File: src/rtl/multiword_add_seq.sv
// Word-serial wide adder/subtractor. One 32-bit Kogge-Stone prefix adder is
// reused every cycle; operands are walked LSW first and the carry is
// registered between slices. The result and final carry are published
// together on a one-cycle done pulse.

// 32-bit Kogge-Stone prefix adder with carry-in/carry-out.
module Prefix_adder32bit (
  input  logic [31:0] a,
  input  logic [31:0] b,
  input  logic        cin,
  output logic [31:0] sum,
  output logic        cout
);
  logic [5:0][31:0] gl, pl;
  logic [32:0]      c;

  // Five prefix levels (span 1,2,4,8,16), then fold in the carry-in
  always_comb begin
    gl    = '0;
    pl    = '0;
    gl[0] = a & b;
    pl[0] = a ^ b;
    for (int l = 0; l < 5; l++) begin
      for (int i = 0; i < 32; i++) begin
        if (i >= (1 << l)) begin
          gl[l+1][i] = gl[l][i] | (pl[l][i] & gl[l][i-(1<<l)]);
          pl[l+1][i] = pl[l][i] & pl[l][i-(1<<l)];
        end else begin
          gl[l+1][i] = gl[l][i];
          pl[l+1][i] = pl[l][i];
        end
      end
    end
    c[0] = cin;
    for (int i = 0; i < 32; i++)
      c[i+1] = gl[5][i] | (pl[5][i] & cin);
    sum  = pl[0] ^ c[31:0];
    cout = c[32];
  end
endmodule

module multiword_add_seq #(
  parameter int NWORDS = 4
) (
  input  logic                 clk,
  input  logic                 rst,
  input  logic                 start,
  input  logic                 sub,
  input  logic [32*NWORDS-1:0] a_in,
  input  logic [32*NWORDS-1:0] b_in,
  input  logic                 cin,
  output logic                 busy,
  output logic                 done,
  output logic [32*NWORDS-1:0] sum_out,
  output logic                 cout
);
  localparam int W  = 32 * NWORDS;
  localparam int IW = $clog2(NWORDS);
  localparam logic [IW-1:0] LAST = IW'(NWORDS - 1);

  typedef enum logic [1:0] {IDLE, RUN, DONE} state_t;

  state_t         state;
  logic [W-1:0]   a_reg, b_reg, work;
  logic           carry_reg;
  logic [IW-1:0]  idx;

  logic [31:0]    add_sum;
  logic           add_co;
  logic [W-1:0]   final_res;
  logic           accept;

  // Single shared slice adder; the carry loop closes through carry_reg
  Prefix_adder32bit u_add (
    .a    (a_reg[idx*32 +: 32]),
    .b    (b_reg[idx*32 +: 32]),
    .cin  (carry_reg),
    .sum  (add_sum),
    .cout (add_co)
  );

  // Full result on the last slice: top word comes straight from the adder
  always_comb begin
    final_res          = work;
    final_res[W-1 -: 32] = add_sum;
  end

  // New work is taken in IDLE and also in the DONE cycle (back-to-back)
  always_comb begin
    accept = start && (state == IDLE || state == DONE);
  end

  // Sequencer: latch operands, step slices, publish result with done
  always_ff @(posedge clk) begin
    if (rst) begin
      state     <= IDLE;
      a_reg     <= '0;
      b_reg     <= '0;
      work      <= '0;
      carry_reg <= 1'b0;
      idx       <= '0;
      busy      <= 1'b0;
      done      <= 1'b0;
      sum_out   <= '0;
      cout      <= 1'b0;
    end else begin
      done <= 1'b0;
      case (state)
        IDLE: ;
        RUN: begin
          work[idx*32 +: 32] <= add_sum;
          carry_reg          <= add_co;
          idx                <= idx + 1'b1;
          if (idx == LAST) begin
            state   <= DONE;
            busy    <= 1'b0;
            done    <= 1'b1;
            sum_out <= final_res;
            cout    <= add_co;
          end
        end
        DONE:    state <= IDLE;
        default: state <= IDLE;
      endcase
      if (accept) begin
        state     <= RUN;
        busy      <= 1'b1;
        a_reg     <= a_in;
        b_reg     <= sub ? ~b_in : b_in;
        carry_reg <= sub ? 1'b1 : cin;
        idx       <= '0;
      end
    end
  end
endmodule

File: config.mk
export PLATFORM = sky130hd
export DESIGN_NAME = multiword_add_seq
export DESIGN_NICKNAME = d
export VERILOG_FILES = /design/src/rtl/multiword_add_seq.sv
export SDC_FILE = /design/constraint.sdc
export NUM_CORES = 1
export LEC_CHECK = 0
export BUFFER_PORTS_ARGS = -buffer_cell sky130_fd_sc_hd__buf_2
export CAP_MARGIN = 20
export CORE_MARGIN = 4
export CORE_UTILIZATION = 35
export DETAILED_ROUTE_END_ITERATION = 10
export PLACE_DENSITY = 0.6
export SETUP_SLACK_MARGIN = 0.05
export SYNTH_ARGS = -nofsm -noshare
export SYNTH_HDL_FRONTEND = slang
export SYNTH_HIERARCHICAL = 1
export SYNTH_SLANG_ARGS = --single-unit
export TNS_END_PERCENT = 5
File: constraint.sdc
create_clock -name clk -period 4.9 [get_ports clk]
set_input_delay 0.245 -clock clk [delete_from_list [all_inputs] [get_ports clk]]
set_output_delay 0.245 -clock clk [all_outputs]
set_load 0.005 [all_outputs]
Yosys cells after proc, flatten, opt, wreduce, memory -nomap -nowiden
Index checks and enable logic that the tools add are counted.
Widths: inputs -> output; s select.
- output and inout port bits: 131
- input bits: 261
- register bits after elaboration: 520
- logic and storage cells: 503
- add/subtract/negate cells: 2
- shift operators: 4
- equal/unequal tests: 6
- bitwise gates (word level): 457
- mux-type cells: 12
- reductions and logical operators: 11
- operators with widths (operator ; number):
    $and 1x1->1 ; 290
    $shiftx 128x8->32 ; 2
    $or 1x1->1 ; 161
    $bwmux 128 ; 1
    $mux 128 ; 1
    $not 128->128 ; 1
    $shift 32x34->128 const A ; 1
    $shiftx 32x34->128 ; 1
    $xor 32x32->32 ; 2
    $neg 7->34 ; 1
    $and 32x32->32 ; 1
    $mux 1 ; 8
    $reduce_and 2->1 ; 4
    $eq 2x2->1 const B ; 2
    $ne 2x2->1 const B ; 2
    $pmux 2 s2 ; 1
    $reduce_bool 2->1 ; 2
    $reduce_or 2->1 ; 2
    $ne 3x3->1 const B ; 1
    $add 2x1->2 const B ; 1
    $eq 2x1->1 const B ; 1
    $logic_not 2->1 ; 1
    $mux 2 ; 1
    $not 1->1 ; 2
    2 further kinds ; 2

Depth between registers and ports, before layout
Gate-level depths: netlist (run 1).
- depth after elaboration: 15
- gate-level depth with buffers: 15
- gate-level depth less buffers: 11

By module
Netlist (run 1), hierarchy kept.
- modules (own cells, without submodules) (module ; times used ; area each (um^2) ; sequential area each (um^2) ; cells an instance):
    multiword_add_seq ; 1 ; 19500.0 ; 9769.4 ; 2168
    Prefix_adder32bit ; 1 ; 1875.5 ; 0.0 ; 254

Worst setup path before layout (run 1)
Ideal clock, no wire load.
- path kind: reg-to-reg
- start: register idx[0]
- end: register work[62]
- period minus slack after synthesis: 3.662 ns
- stages on the path, launching flop included: 15
- setup time: 0.070 ns
- arrival: 3.591 ns
- path slack: 1.238 ns
- path buffers: 3
- data required time: 4.830 ns
- cells stage by stage: dfxtp_1 -> buf_2 -> buf_6 -> buf_4 -> mux4_2 -> ha_1 -> a211o_1 -> a2111o_1 -> a21boi_4 -> o2111ai_2 -> a31oi_2 -> o21ai_2 -> xor2_1 -> nand3_1 -> a21oi_1
- word-level cells in the longest chain between the ends: 15
- elaborated cells on any way between the ends: 443
- classes of those cells: add/sub: 1; shift: 4; mux: 1; bitwise: 437
- ends and longest elaborated chain (what ; line ; source):
    from (decl) ; 66 ; logic [IW-1:0] idx;
    from (signal assigned) ; 113 ; idx <= idx + 1'b1;
    $shiftx 128x8->32, on equally long branches ; 75, 76 ;
    $xor 32x32->32 or $and 32x32->32 (tied branches) ; 22, 21 ;
    $and 1x1->1 ; 26 ; gl[l+1][i] = gl[l][i] | (pl[l][i] & gl[l][i-(1<<l)]);
    $or 1x1->1 ; 26 ;
    $and 1x1->1 ; 26 ;
    $or 1x1->1 ; 26 ;
    $and 1x1->1 or $or 1x1->1 (tied branches) ; 26 ;
    $or 1x1->1 or $and 1x1->1 (tied branches) ; 26 ;
    $and 1x1->1 or $or 1x1->1 (tied branches) ; 26 ;
    $or 1x1->1 or $and 1x1->1 (tied branches) ; 26 ;
    $or 1x1->1 ; 26 ;
    $or 1x1->1 ; 36 ; c[i+1] = gl[5][i] | (pl[5][i] & cin);
    $xor 32x32->32 * ; 37 ; sum = pl[0] ^ c[31:0];
    named net add_sum[30] ; 68 ; logic [31:0] add_sum;
    $shiftx 32x34->128 * ; 111 ; work[idx*32 +: 32] <= add_sum;
    $bwmux 128 * ; 111 ;
    to (signal, indexed assignment) ; 111 ;
    to (decl) ; 64 ; logic [W-1:0] a_reg, b_reg, work;
Mark *: on every way through the listed nets, which the timed path passes. The rest lies on a longest branch.
A chain may end at the register's enable or synchronous reset.

Worst setup path after layout (run 1)
- start: register idx[0]
- end: register work[63]
- word-level cells in the longest chain between the ends: 15
- elaborated cells on any way between the ends: 443
- classes of those cells: add/sub: 1; shift: 4; mux: 1; bitwise: 437
- ends and longest elaborated chain (what ; line):
    $shiftx 128x8->32, on equally long branches ; 75, 76
    $xor 32x32->32 or $and 32x32->32 (tied branches) ; 22, 21
    $and 1x1->1, on equally long branches ; 26, 27
    $or 1x1->1 or $and 1x1->1 (tied branches) ; 26
    $and 1x1->1 or $or 1x1->1 (tied branches) ; 26
    $or 1x1->1 or $and 1x1->1 (tied branches) ; 26
    $and 1x1->1 or $or 1x1->1 (tied branches) ; 26
    $or 1x1->1 or $and 1x1->1 (tied branches) ; 26
    $and 1x1->1 or $or 1x1->1 (tied branches) ; 26
    $or 1x1->1 or $and 1x1->1 (tied branches) ; 26
    $or 1x1->1 ; 26
    $or 1x1->1 ; 36
    $xor 32x32->32 * ; 37
    named net add_sum[31] ; 68
    $shiftx 32x34->128 * ; 111
    $bwmux 128 * ; 111
Marked as above.

==> results.rst, run 1 <==
.. list-table::
   :header-rows: 1

   * - Metric
     - Value
   * - Result of the run
     - finished, final reports clean
   * - Number of flops mapped to enable cells by yosys
     - 0
   * - Synthesized-area fraction occupied by ao, oa, aoi and oai cells
     - 17.01%
   * - CTS tree
     - built
   * - Share of final-layout standard cells stronger than drive strength 1
     - 20.18%
   * - Count of final setup violators
     - 0
   * - Sinks on the clock net
     - 488
   * - Library cells used by synthesis
     - 68
   * - Floorplan die area
     - 0.06509 sq mm
   * - Category of the worst setup path launch point
     - register
   * - Number of antenna violations at the first check in global routing
     - 2
   * - Required time of the critical path
     - 5410 ps
   * - Final Critical Period
     - 4464 ps
   * - Maximum number of pins on one net before global-route repair
     - 211
   * - Simple-gate area share of the yosys netlist
     - 16.57%
   * - Avg Synthesized Cell Area
     - 8.826 sq um
   * - Critical path class
     - register to register
   * - Data arrival time at the worst-slack endpoint
     - 4980 ps
   * - Fraction of synthesized cell area taken by the top area cell type
     - 45.70%
   * - Synthesis Warnings
     - 6
   * - Wire length of the first global-routing pass
     - 111.1 mm
   * - Pwr dens
     - 352.3 mW/mm^2
   * - Number of buffers on the longest clock path
     - 3
   * - Average vias per placed instance
     - 5.150
   * - Portion of the post-synthesis area used by sequential elements
     - 45.70%
   * - Share of flip-flops with an asynchronous set or reset after synthesis
     - 0%
   * - Die X-Extent
     - 255.1 microns
   * - Die H
     - 255.1 microns
   * - Ports
     - 392
   * - Adder-cell share of the synthesized area
     - 2.259%
   * - Post-Synthesis Cell Area
     - 0.02138 sq mm
   * - Instance count after placement with tap cells included
     - 3,428
   * - Leakage power
     - 10.75 nW
   * - Type of the most critical hold path
     - input port to register
   * - Top library cells by usage in the layout, fill and taps aside
     - 600 x sky130_fd_sc_hd__nand2_1, 486 x sky130_fd_sc_hd__dfxtp_1, 389 x sky130_fd_sc_hd__buf_2, 352 x sky130_fd_sc_hd__a21oi_1, 236 x sky130_fd_sc_hd__dlygate4sd3_1
   * - Clock root cell
     - sky130_fd_sc_hd__clkbuf_16
   * - Count of non-filler cells in the finished layout
     - 3,758
   * - Total number of placement rows
     - 90
   * - Clock transition at the registers of the reported paths
     - 60 ps
   * - GR Overflow Total
     - 0
   * - Count of final hold-check violations
     - 0
   * - Post-DR wirelength/cell
     - 19.73 microns
   * - Pin slew with the least headroom to its limit
     - 1128 ps
   * - Setup Skew
     - 22.54 ps
   * - Multiplexer share of the synthesized area
     - 6.790%
   * - IO Port Bufs
     - 391
   * - Pre-antenna DRT Iters
     - 5
   * - Core region area
     - 0.06036 sq mm
   * - DRC violations left
     - 0
   * - Total CTS buffers
     - 52
   * - Antenna Nets Post-Route
     - 0
   * - Count of H-tree levels built during CTS
     - 2
   * - Post-synthesis register bit count
     - 488
   * - Number of instances in the synthesized netlist
     - 2,422
   * - DRT Wirelength
     - 74.16 mm
   * - Largest fanout on the critical path
     - 40
   * - Pre-CTS WS
     - 467.0 ps
   * - Top cell type by total area after synthesis
     - sky130_fd_sc_hd__dfxtp_1
   * - Kind of end point of the critical path
     - register
   * - Setup bufs post-CTS
     - 0
   * - Gpl congestion
     - 0.8717
   * - Relative slew margins
     - 24.79%
   * - Setup slack of the critical path after layout
     - 435.6 ps
   * - Unrepaired setup endpoints after global routing
     - false
   * - Post-synth net total
     - 2,721
   * - Number of violations reported at the end of detailed-routing iteration 0
     - 1,538
   * - All-Layer GR Usage
     - 21.92%
   * - Setup TNS
     - 0 ps
   * - Number of violations of the max-capacitance limit
     - 0
   * - Vias after detailed routing
     - 19,350
   * - Most area-consuming cells after synthesis
     - sky130_fd_sc_hd__dfxtp_1 46%, sky130_fd_sc_hd__nand2_1 11%, sky130_fd_sc_hd__a21oi_1 8.2%
   * - Main combinational cell family by area after synthesis
     - compound AO/OA/AOI/OAI gates
   * - Net count of the finished layout
     - 3,237
   * - Half-perimeter wire length after detailed placement
     - 51.41 mm
   * - Worst IR Drop VDD
     - 0.2534 mV
   * - Initial core utilization
     - 35.41%
   * - Xor/xnor share of the synthesized area
     - 6.351%
   * - Max Transition Viols Final
     - 0
   * - Fmax
     - 224.0 MHz
   * - Signed area change from the synthesized netlist to the final layout
     - 29.81%
   * - Worst skew pair latency
     - 590 ps
   * - Commonest non-fill, non-tap cell in the layout
     - sky130_fd_sc_hd__nand2_1
   * - Ratio of final minimum period to clock period
     - 91.11%
   * - Top FF cell, synth
     - sky130_fd_sc_hd__dfxtp_1
   * - Via count of the first global-routing pass
     - 19,150
==> power by group <==
part           switching [mW]  leakage [nW]  internal, mW
clock                    1.59         0.836          2.34
combinational           0.906          5.93         0.656
sequential              0.126          3.98          4.15
total                    2.63          10.7          7.15
==> synth_stat cells, types with 2 or more instances <==
| cell | n |
|---|---|
| sky130_fd_sc_hd__xnor2_1 | 146 |
| sky130_fd_sc_hd__nand3_1 | 69 |
| sky130_fd_sc_hd__nand3b_1 | 5 |
| sky130_fd_sc_hd__buf_6 | 16 |
| sky130_fd_sc_hd__o21bai_1 | 3 |
| sky130_fd_sc_hd__and2_1 | 2 |
| sky130_fd_sc_hd__o21ai_0 | 11 |
| sky130_fd_sc_hd__buf_4 | 8 |
| sky130_fd_sc_hd__a21o_1 | 13 |
| sky130_fd_sc_hd__a211o_1 | 2 |
| sky130_fd_sc_hd__dfxtp_1 | 488 |
| sky130_fd_sc_hd__clkbuf_8 | 5 |
| sky130_fd_sc_hd__nor2b_1 | 2 |
| sky130_fd_sc_hd__a2bb2oi_1 | 2 |
| sky130_fd_sc_hd__o21a_1 | 10 |
| sky130_fd_sc_hd__buf_2 | 78 |
| sky130_fd_sc_hd__nand4_1 | 8 |
| sky130_fd_sc_hd__a211oi_1 | 131 |
| sky130_fd_sc_hd__o31ai_1 | 2 |
| sky130_fd_sc_hd__ha_1 | 37 |
| sky130_fd_sc_hd__buf_1 | 2 |
| sky130_fd_sc_hd__nor3_1 | 7 |
| sky130_fd_sc_hd__xor2_1 | 9 |
| sky130_fd_sc_hd__o21ai_1 | 3 |
| sky130_fd_sc_hd__a31oi_1 | 4 |
| sky130_fd_sc_hd__nand2b_1 | 4 |
| sky130_fd_sc_hd__o211ai_1 | 2 |
| sky130_fd_sc_hd__a32o_1 | 33 |
| sky130_fd_sc_hd__and3b_1 | 4 |
| sky130_fd_sc_hd__clkbuf_1 | 96 |
| sky130_fd_sc_hd__inv_1 | 10 |
| sky130_fd_sc_hd__a41oi_1 | 2 |
| sky130_fd_sc_hd__clkbuf_4 | 2 |
| sky130_fd_sc_hd__a21oi_1 | 352 |
| sky130_fd_sc_hd__and3_1 | 4 |
| sky130_fd_sc_hd__mux4_2 | 64 |
| sky130_fd_sc_hd__nand2_1 | 600 |
| sky130_fd_sc_hd__nor2_1 | 156 |
==> cell families after synthesis <==
kind of cell    after synthesis
xor+xnor                    155
flops                       488
compound gates              586
simple gates                871
buf+inv                     219
fa+ha+maj                    38
mux                          65
==> repair_timing <==
| action | CTS | global route |
|---|---|---|
| resized for setup | 0 | 0 |
| endpoints found under the hold margin | 236 | 0 |
| endpoints found under the setup margin | 0 | 0 |
| hold buffers | 236 | 0 |
==> metal layers <==
metal  vias to the layer above  global-route usage, %  part of all wire [%]
met3                       175                  3.160                   5.3
met1                      9099                  27.89                    42
met4                         2                  10.10                   4.4
li1                       9383                      -                     -
met2                       694                  37.05                    49
met5                         -                      0                 0.018
==> per-stage QoR <==
stage                     area, sq um  utilization, %  total power, mW  hold slack (ps)
after detailed placement        23620           39.14            5.762            443.4
after global routing            27740           45.96            10.16            20.50
after CTS                       27680           45.87            9.842            2.712
after floorplan                 21380               -            5.181            381.0
after global placement          23620           39.14            5.742            438.9
final                           27750           45.97            9.775            27.51
==> critical path, cell delays in order (launching register included) <==
cell	delay, ps
sky130_fd_sc_hd__dfxtp_4	860
sky130_fd_sc_hd__buf_4	330
sky130_fd_sc_hd__mux4_2	600
sky130_fd_sc_hd__ha_1	370
sky130_fd_sc_hd__a21o_1	200
sky130_fd_sc_hd__a221oi_1	300
sky130_fd_sc_hd__o31ai_1	210
sky130_fd_sc_hd__a211o_1	340
sky130_fd_sc_hd__a211oi_2	270
sky130_fd_sc_hd__o21ai_1	140
sky130_fd_sc_hd__a32oi_1	380
sky130_fd_sc_hd__nand3_1	130
sky130_fd_sc_hd__a21oi_1	170
==> layout make-up <==
| cell class | count | area (sq um) |
|---|---|---|
| fill | 5710 | 32610 |
| multi-input combinational | 1715 | 10500 |
| sequential | 488 | 9777 |
| timing repair buffer | 671 | 4743 |
| clock buffer | 74 | 1515 |
| tap | 782 | 978.4 |
| clock inverter | 15 | 183.9 |
| inverter | 10 | 37.54 |
| antenna | 3 | 7.507 |
==> path summary, 6_finish.rpt <==
check | from | to | slack [ps] | depth (start not counted)
max | idx[0] | work[63] | 440 | 12
min | b_in[42] | b_reg[42] | 30 | 3
max reg2reg | idx[0] | work[63] | 440 | 12
min reg2reg | sum_out[76] | sum_out[76] | 450 | 2
Note: power is estimated with default switching activity, not from simulation.
==> run 2, diff against run 1 <==
Settings changed: REMOVE_ABC_BUFFERS set to 1, SETUP_SLACK_MARGIN 0.05 to unset.
==> results.rst, run 2 (synthesis gave the netlist of run 1 again) <==
.. list-table::
   :header-rows: 1

   * - Metric
     - Value
   * - Via count of the first global-routing pass
     - 19,050 (was 19,150)
   * - Share of final-layout standard cells stronger than drive strength 1
     - 19.98% (was 20.18%)
   * - Pwr dens
     - 356.5 mW/mm^2 (was 352.3 mW/mm^2)
   * - Number of violations reported at the end of detailed-routing iteration 0
     - 1,220 (was 1,538)
   * - Critical path class
     - register to register (unchanged)
   * - Leakage power
     - 10.79 nW (was 10.75 nW)
   * - GR Overflow Total
     - 0 (unchanged)
   * - Sinks on the clock net
     - 488 (unchanged)
   * - Largest fanout on the critical path
     - 28 (was 40)
   * - Max Transition Viols Final
     - 0 (unchanged)
   * - Final Critical Period
     - 4409 ps (was 4464 ps)
   * - Number of buffers on the longest clock path
     - 3 (unchanged)
   * - Pin slew with the least headroom to its limit
     - 1247 ps (was 1128 ps)
   * - Maximum number of pins on one net before global-route repair
     - 267 (was 211)
   * - Count of final setup violators
     - 0 (unchanged)
   * - Gpl congestion
     - 0.8637 (was 0.8717)
   * - Data arrival time at the worst-slack endpoint
     - 4930 ps (was 4980 ps)
   * - Net count of the finished layout
     - 3,228 (was 3,237)
   * - Count of H-tree levels built during CTS
     - 2 (unchanged)
   * - Result of the run
     - finished, final reports clean (unchanged)
   * - Count of final hold-check violations
     - 0 (unchanged)
   * - CTS Hold Bufs
     - 246 (was 236)
   * - FF-to-FF path depth
     - 12 (unchanged)
   * - Top library cells by usage in the layout, fill and taps aside
     - 600 x sky130_fd_sc_hd__nand2_1, 486 x sky130_fd_sc_hd__dfxtp_1, 389 x sky130_fd_sc_hd__buf_2, 352 x sky130_fd_sc_hd__a21oi_1, 246 x sky130_fd_sc_hd__dlygate4sd3_1 (was 600 x sky130_fd_sc_hd__nand2_1, 486 x sky130_fd_sc_hd__dfxtp_1, 389 x sky130_fd_sc_hd__buf_2, 352 x sky130_fd_sc_hd__a21oi_1, 236 x sky130_fd_sc_hd__dlygate4sd3_1)
   * - Type of the most critical hold path
     - input port to register (unchanged)
   * - Category of the worst setup path launch point
     - register (unchanged)
   * - Endpoint of the lowest-slack register-to-register path
     - work[92] (was work[63])
   * - Wire length of the first global-routing pass
     - 106.0 mm (was 111.1 mm)
   * - CTS-repair resized insts
     - 0 (unchanged)
   * - All-Layer GR Usage
     - 20.64% (was 21.92%)
   * - Kind of end point of the critical path
     - register (unchanged)
   * - Critical path, cell by cell
     - buf_4 > mux4_2 > ha_1 > and3_2 > a221oi_1 > o31ai_1 > a211o_1 > a211oi_2 > a21oi_1 > xnor2_1 > nand3_1 > a21oi_1 (was buf_4 > mux4_2 > ha_1 > a21o_1 > a221oi_1 > o31ai_1 > a211o_1 > a211oi_2 > o21ai_1 > a32oi_1 > nand3_1 > a21oi_1)
   * - Worst IR Drop VDD
     - 0.2520 mV (was 0.2534 mV)
   * - HP Start
     - b_in[111] (was b_in[42])
   * - Number of violations of the max-capacitance limit
     - 0 (unchanged)
   * - Floorplan die area
     - 0.06509 sq mm (unchanged)
   * - Die X-Extent
     - 255.1 microns (unchanged)
   * - Fmax
     - 226.8 MHz (was 224.0 MHz)
   * - Switching part of the total power
     - 26.19% (was 26.86%)
   * - CTS tree
     - built (unchanged)
   * - Setup Skew
     - 22.33 ps (was 22.54 ps)
   * - Power share of the sequential group
     - 42.8% (was 43.7%)
   * - Post-DR wirelength/cell
     - 18.65 microns (was 19.73 microns)
   * - Vias after detailed routing
     - 19,400 (was 19,350)
   * - Ports
     - 392 (unchanged)
   * - Pre-antenna DRT Iters
     - 5 (unchanged)
   * - Relative slew margins
     - 16.89% (was 24.79%)
   * - Sw power
     - 2.605 mW (was 2.626 mW)
   * - Required time of the critical path
     - 5420 ps (was 5410 ps)
   * - Worst path most repeated cell
     - sky130_fd_sc_hd__a21oi_1
   * - # fillers
     - 5,630 (was 5,710)
   * - Largest stage delay on the critical path
     - 730 ps (was 860 ps)
   * - Die H
     - 255.1 microns (unchanged)
   * - Core region area
     - 0.06036 sq mm (unchanged)
   * - Setup bufs post-CTS
     - 0 (unchanged)
   * - Logic gate share of total power
     - 14.4% (was 16.0%)
   * - IO Port Bufs
     - 391 (unchanged)
   * - Launch instance of the worst register-to-register path
     - idx[0] (unchanged)
   * - Share of total power in the clock network
     - 42.7% (was 40.3%)
   * - Worst Hold Margin
     - 21.64 ps (was 27.51 ps)
   * - Average vias per placed instance
     - 5.162 (was 5.150)
   * - Cell with the largest stage delay on the worst path
     - sky130_fd_sc_hd__dfxtp_4 (unchanged)
   * - Worst R2R Setup Slack
     - 490 ps (was 440 ps)
   * - DRC violations left
     - 0 (unchanged)
   * - Initial core utilization
     - 35.41% (unchanged)
   * - Number of antenna violations at the first check in global routing
     - 2 (unchanged)
   * - Worst skew pair latency
     - 600 ps (was 590 ps)
   * - Clock root cell
     - sky130_fd_sc_hd__clkbuf_16 (unchanged)
   * - Internal power component
     - 7.342 mW (was 7.150 mW)
   * - Tot Pwr
     - 9.947 mW (was 9.775 mW)
   * - Total number of placement rows
     - 90 (unchanged)
   * - Antenna Nets Post-Route
     - 0 (unchanged)
   * - Worst Hold End
     - b_reg[111] (was b_reg[42])
   * - Clock transition at the registers of the reported paths
     - 60 ps (about the same)
   * - Half-perimeter wire length after detailed placement
     - 46.03 mm (was 51.41 mm)
   * - DRT Wirelength
     - 70.12 mm (was 74.16 mm)
   * - Unrepaired setup endpoints after global routing
     - false (unchanged)
   * - Ratio of final minimum period to clock period
     - 89.99% (was 91.11%)
   * - Commonest non-fill, non-tap cell in the layout
     - sky130_fd_sc_hd__nand2_1 (unchanged)
   * - Total CTS buffers
     - 53 (was 52)
   * - Number of cells on the worst hold path
     - 3 (unchanged)
   * - Signed area change from the synthesized netlist to the final layout
     - 30.55% (was 29.81%)
[run 2: cell count changes in the layout (fill, tap and decap cells not counted), moves of 3 or more]
cell,before,now
sky130_fd_sc_hd__buf_4,39,17
sky130_fd_sc_hd__clkbuf_1,10,6
sky130_fd_sc_hd__dlygate4sd3_1,236,246
sky130_fd_sc_hd__buf_12,3,6
sky130_fd_sc_hd__clkinvlp_4,2,5
[run 2: layout make-up]
cell class | instances | area, sq um | share of cell area [%]
diodes | 4 | 10.01 | 0.03587
clock buffers | 74 | 1578 | 5.654
clock inverters | 25 | 310.3 | 1.112
inverters | 10 | 37.54 | 0.1345
multi-input cells | 1715 | 10500 | 37.64
flip-flops and latches | 488 | 9777 | 35.04
well taps | 782 | 978.4 | 3.506
repair buffers | 661 | 4711 | 16.88
[run 2: worst max-delay path by stage]
stage / cells after the start / startpoint / slack [ps] / endpoint
floorplan: 2 / state[0] / -8680 / b_reg[0]
global placement: 12 / idx[0] / 630 / work[92]
detailed placement: 12 / idx[0] / 550 / work[62]
CTS: 12 / idx[0] / 560 / work[62]
global route: 12 / idx[0] / 170 / work[63]
finish: 12 / idx[0] / 490 / work[92]
[run 2: power by group through the flow]
stage	registers, mW	clock network [mW]	logic [mW]
floorplan	4.32	0	0.849
global placement	4.35	0	1.25
detailed placement	4.35	0	1.27
CTS	4.26	4.35	1.42
global route	4.28	4.50	1.56
finish	4.26	4.25	1.43
[run 2: per-layer routing]
metal  wire, microns  vias up  GRT usage [%]
met1           30950     9188          27.45
met5               0        -              0
li1                -     9374              -
met3            3906      161          3.343
met2           32760      681          34.13
met4            2502        0          7.592
[run 2: worst max-delay path, delay by kind of cell, from the launching register on]
kind / cells / cell delay [ps]
adders and majority gates: 1 / 440
xor gates and xnor gates: 1 / 500
and+or+nand+nor: 2 / 430
AOI/OAI and AO/OA: 6 / 1350
buffers and inverters: 1 / 320
DFF: 1 / 730
muxes: 1 / 530
[run 2: per-stage QoR]
stage	instances	area, sq um	util, %	TNS [ps]	worst slack (ps)
after floorplan	2213	20280	-	-2456270	-8685
after global placement	3409	23520	38.96	0	634.4
after detailed placement	3410	23550	39.01	0	547.4
after CTS	3755	27900	46.22	0	561.8
after global routing	3756	27900	46.22	0	170.7
final	3759	27910	46.23	0	490.7
